<file path="config.mk">
export PLATFORM = sky130hd
export DESIGN_NAME = tone_arbiter
export DESIGN_NICKNAME = d
export VERILOG_FILES = /design/src/rtl/tone_arbiter.sv
export SDC_FILE = /design/constraint.sdc
export NUM_CORES = 1
export LEC_CHECK = 0
export CAP_MARGIN = 0
export CORE_ASPECT_RATIO = 0.7
export CORE_MARGIN = 10
export CORE_UTILIZATION = 38
export CTS_CLUSTER_SIZE = 40
export DETAILED_ROUTE_END_ITERATION = 8
export SLEW_MARGIN = 20
export SYNTH_ARGS = -nofsm -noshare
export SYNTH_HDL_FRONTEND = slang
export SYNTH_SLANG_ARGS = --single-unit
</file>
<file path="constraint.sdc">
create_clock -name CLK100MHZ -period 3 [get_ports CLK100MHZ]
set_input_delay 0.6 -clock CLK100MHZ [delete_from_list [all_inputs] [get_ports CLK100MHZ]]
set_output_delay 0.6 -clock CLK100MHZ [all_outputs]
set_load 0.02 [all_outputs]
</file>
<file path="src/rtl/tone_arbiter.sv">
// tone_arbiter: fixed-priority speaker arbiter for N_REQ tone requesters.
// Square-wave tone per grant, minimum hold, post-release gap, PDM quieting.
module tone_arbiter #(
    parameter int unsigned N_REQ      = 4,
    parameter int unsigned DIV_W      = 17,
    parameter int unsigned MIN_HOLD   = 10000000,
    parameter int unsigned GAP_CYCLES = 1000000
) (
    input  logic                   CLK100MHZ,
    input  logic                   ck_rstn,
    input  logic                   enable,
    input  logic                   quiet,
    input  logic [N_REQ-1:0]       req,
    input  logic [N_REQ*DIV_W-1:0] div_flat,
    output logic [N_REQ-1:0]       grant,
    output logic                   busy,
    output logic                   speaker,
    output logic                   pdm_out
);

    localparam int unsigned IW = (N_REQ > 1) ? $clog2(N_REQ) : 1;
    localparam int unsigned HW = $clog2(MIN_HOLD + 2);
    localparam int unsigned GW = $clog2(GAP_CYCLES + 2);
    localparam int unsigned GAP_LAST = (GAP_CYCLES == 0) ? 0 : GAP_CYCLES - 1;

    localparam logic [1:0] S_IDLE = 2'd0;
    localparam logic [1:0] S_PLAY = 2'd1;
    localparam logic [1:0] S_GAP  = 2'd2;

    logic [1:0]       state_q, state_d;
    logic [N_REQ-1:0] grant_q, grant_d;
    logic [DIV_W-1:0] tone_q, tone_d;
    logic [HW-1:0]    hold_q, hold_d;
    logic [GW-1:0]    gap_q, gap_d;
    logic             spk_q, spk_d;
    logic [6:0]       atten_q;

    logic [IW-1:0]    hi_idx;
    logic [IW-1:0]    g_idx;
    logic             req_any;
    logic [DIV_W-1:0] hi_div;
    logic [DIV_W-1:0] g_div;
    logic             hold_ok;
    logic             gap_last;
    logic             preempt;
    logic             release_ok;

    // Highest pending request and index of the current owner
    always_comb begin
        hi_idx  = '0;
        g_idx   = '0;
        req_any = 1'b0;
        for (int i = 0; i < N_REQ; i++) begin
            if (req[i]) begin
                hi_idx  = IW'(i);
                req_any = 1'b1;
            end
            if (grant_q[i]) begin
                g_idx = IW'(i);
            end
        end
    end

    assign hi_div     = div_flat[32'(hi_idx) * DIV_W +: DIV_W];
    assign g_div      = div_flat[32'(g_idx) * DIV_W +: DIV_W];
    assign hold_ok    = (hold_q == HW'(MIN_HOLD));
    assign gap_last   = (gap_q == GW'(GAP_LAST));
    assign preempt    = hold_ok && req_any && (hi_idx > g_idx);
    assign release_ok = hold_ok && !req[g_idx];

    // Next-state: arbitration, tone generation, hold and gap timing
    always_comb begin
        state_d = state_q;
        grant_d = grant_q;
        tone_d  = tone_q;
        hold_d  = hold_q;
        gap_d   = gap_q;
        spk_d   = spk_q;
        if (!enable) begin
            state_d = S_IDLE;
            grant_d = '0;
            tone_d  = '0;
            hold_d  = '0;
            gap_d   = '0;
            spk_d   = 1'b0;
        end else begin
            case (state_q)
                S_IDLE: begin
                    if (req_any) begin
                        state_d         = S_PLAY;
                        grant_d         = '0;
                        grant_d[hi_idx] = 1'b1;
                        tone_d          = hi_div;
                        hold_d          = '0;
                        spk_d           = 1'b0;
                    end
                end
                S_PLAY: begin
                    if (preempt) begin
                        grant_d         = '0;
                        grant_d[hi_idx] = 1'b1;
                        tone_d          = hi_div;
                        hold_d          = '0;
                        spk_d           = 1'b0;
                    end else if (release_ok) begin
                        state_d = S_GAP;
                        grant_d = '0;
                        tone_d  = '0;
                        hold_d  = '0;
                        gap_d   = '0;
                        spk_d   = 1'b0;
                    end else begin
                        if (!hold_ok) begin
                            hold_d = hold_q + HW'(1);
                        end
                        if (tone_q == '0) begin
                            spk_d  = ~spk_q;
                            tone_d = g_div;
                        end else begin
                            tone_d = tone_q - DIV_W'(1);
                        end
                    end
                end
                S_GAP: begin
                    if (gap_last) begin
                        state_d = S_IDLE;
                        gap_d   = '0;
                    end else begin
                        gap_d = gap_q + GW'(1);
                    end
                end
                default: begin
                    state_d = S_IDLE;
                    grant_d = '0;
                    tone_d  = '0;
                    hold_d  = '0;
                    gap_d   = '0;
                    spk_d   = 1'b0;
                end
            endcase
        end
    end

    // State registers; attenuation counter free-runs in every state
    always_ff @(posedge CLK100MHZ or negedge ck_rstn) begin
        if (!ck_rstn) begin
            state_q <= S_IDLE;
            grant_q <= '0;
            tone_q  <= '0;
            hold_q  <= '0;
            gap_q   <= '0;
            spk_q   <= 1'b0;
            atten_q <= '0;
        end else begin
            state_q <= state_d;
            grant_q <= grant_d;
            tone_q  <= tone_d;
            hold_q  <= hold_d;
            gap_q   <= gap_d;
            spk_q   <= spk_d;
            atten_q <= atten_q + 7'd1;
        end
    end

    assign grant   = grant_q;
    assign busy    = (state_q != S_IDLE);
    assign speaker = spk_q;
    assign pdm_out = spk_q & (~quiet | (atten_q == 7'd0));

endmodule
</file>
==> results.toml <==
[timing]
hold_viol_final = 0
slew_violations = 0
hold_slack_ps = 248
period_minus_slack_ps = 2710
maxSlewHeadroom_pct = 36.6
rsz0062_at_grt = "no"
setup_violations = 0
clock.fmax_mhz = 369
tns_ps = 0
finClkSkew_ps = 5.82
period_share_pct = 90.4
fin_ws_ps = 287
tightest_slew_ps = 948

[route]
vias_per_cell = 5.75
drcViolationCount = 0
vias = 5625
drt-total-wl_um = 17100
drt_pass1_iterations = 5
initialDrtViolationCount = 430
routedWlPerCell_um = 17.5
ant_nets = 0

[pwr]
p_int_uw = 2090
leakagePower_uw = 0.00289
power_frac_seq_pct = 37.7
power_uw = 2920
switching_share_pct = 28.4
peakVddDrop_mv = 0.283
p_switching_uw = 832
p_per_area_nw_per_um2 = 417
clkPwrFrac_pct = 39.3
pwr-share-comb_pct = 23.0

[synthesis]
avgSynthCellArea_sq_um = 7.95
synth_area_sq_um = 5570
ys_ff_latch = 75
synth_fp_nets = 786
synth_edf_count = 0
yosysUniqueCellTypes = 62
synthCells = 701
async_flop_share_pct = 100
synth_seq_area_share_pct = 33.7
synth_area_leaders = "dfrtp_1 (34%), o21ai_0 (7.8%), mux2i_1 (7.0%), nor2_1 (5.7%), a21oi_1 (4.9%)"
synth_ff_type = "dfrtp_1"
yosysTopAreaCell = "dfrtp_1"
synthDominantCellAreaShare_pct = 33.7
synth_warnings = 0

[floorplan]
core_sq_um = 14100
start_util_pct = 39.4
die_h_um = 121
ios = 83
dieArea_sq_um = 20000
die_x_um = 165
rows = 36

[clocking]
path_clk_slew_ps = 60
cts_buffers = 9
clockBufferDepth = 2
postCtsSetupBuffers = 0
cts_tree = "built"
cts_hold_buf = 0
clkLatencyLatePin_ps = 330
cts_root_buf = "clkbuf_16"
htree_levels = 3
cts.sinks = 75
cts-resized-gates = 0

[critical_path]
max_stage_delay_ps = 540
crit_fanout = 16
rrSetupSlack_ps = 380
crit_path_cell_trace = "clkdlybuf4s50_1 > inv_1 > a21oi_1 > ha_1 > a221o_1 > a211oi_2 > or2_1 > buf_4 > o21ai_0"
critPathSlowestCell = "clkdlybuf4s50_1"
r2r_end = "gap_q[13]"
cp-start-kind = "primary input"
critical_path_class = "in -> reg"
cp-startpoint = "req[2]"
critPathCapture = "tone_q[14]"
end_kind = "register"
crit_required_ps = 3200
reg2reg_depth = 9
timing.rr.start = "hold_q[0]"
cp.arrival_ps = 2920

[placement]
post-dp-hpwl_um = 12800
post-place-cells = 961
place_ws_ps = -64.6
io_buffers = 82
globalplace.congestion = 0.873

[outcome]
status = "completed"

[grt]
grt_use_met1_pct = 24.4
grtUsageTotal_pct = 16.7
busiest_layer = "met2"
grt_max_degree = 76
antenna_found_initial = 0
gr-usage-met3_pct = 3.42
grt_first_pass_wirelength_um = 27500
grt_pass1_vias = 5285
grt_use_met2_pct = 24.7
gr-total-overflow = 0

[layout]
final_nets = 868
area_growth_pct = 25.9
layout.cells.non_filler = 978
final_cell_mix = "o21ai_0 (87), nor2_1 (85), clkdlybuf4s50_1 (81)"
drive_gt1_share_pct = 7.36
diodes = 0
final_common_cell = "o21ai_0"

[min_path]
hold_path.class = "in -> async"

[flow_run]
maxCapViolCount = 0
==> cells by family (layout without fill, tap and decap cells) <==
group	Yosys count	count (layout)	share of synthesized area [%]
and+or+nand+nor	271	271	24.5
AOI/OAI and AO/OA	216	216	23.3
DFF	75	75	33.7
buffers and inverters	62	149	4.94
muxes	39	39	7.01
xor gates and xnor gates	29	29	4.56
adders and majority gates	9	9	2.02
==> synth_stat cells, drive strengths merged, types with 10 or more instances <==
cell    instances
and4           10
clkbuf         18
o21ai         100
and3           12
a21oi          54
nand3          25
dfrtp          75
nand2          69
a31oi          10
mux2i          39
nor2           87
inv            21
nand4          11
buf            23
xnor2          21
==> power groups by stage <==
stage,Combinational (uW),Clock (uW),Sequential [uW]
after floorplan,401,0,1100
after global placement,652,0,1120
after detailed placement,663,0,1120
after CTS,669,1170,1100
after global routing,749,1220,1110
final,673,1150,1100
==> worst min-delay path by stage <==
stage / from / end / slack, ps
6_report: ck_rstn / gap_q[17] / 250
5_1_grt: ck_rstn / gap_q[17] / 280
4_1_cts: atten_q[6] / atten_q[6] / 470
3_5_place_dp: atten_q[6] / atten_q[6] / 460
3_3_place_gp: atten_q[6] / atten_q[6] / 450
2_1_floorplan: ck_rstn / atten_q[0] / 300
==> worst max-delay path: cells and delay by family <==
family	cells	cell delay (ps)
and+or+nand+nor	1	210
buffers and inverters	3	850
AOI/OAI and AO/OA	4	980
adders and majority gates	1	260
==> stage by stage <==
stage | cell area, sq um | util, %
final | 7020 | 49.6
after global routing | 7020 | 49.6
after CTS | 7000 | 49.5
after detailed placement | 6690 | 47.3
after global placement | 6690 | 47.3
after floorplan | 5570 | -
==> state kept, by name (all words and copies together) (netlist names) <==
| name | count |
|---|---|
| hold_q | 24 |
| gap_q | 20 |
| tone_q | 17 |
| atten_q | 7 |
| grant | 4 |
| state_q | 2 |
| speaker | 1 |
==> routing by layer <==
metal	part of all wire, %	up-vias	wire, um
li1	-	2711	-
met2	44	178	7480
met5	0	-	0
met4	1.3	0	225
met3	5.9	20	1010
met1	49	2716	8390
==> cell type report <==
class / instances / area [sq um]
clock inverters: 5 / 77.6
well taps: 190 / 238
clock buffers: 11 / 233
multi-input cells: 564 / 3420
fillers: 1356 / 7130
inverters: 21 / 78.8
flip-flops and latches: 75 / 1880
repair buffers: 112 / 1090
Power figures use the tool's default switching activity.
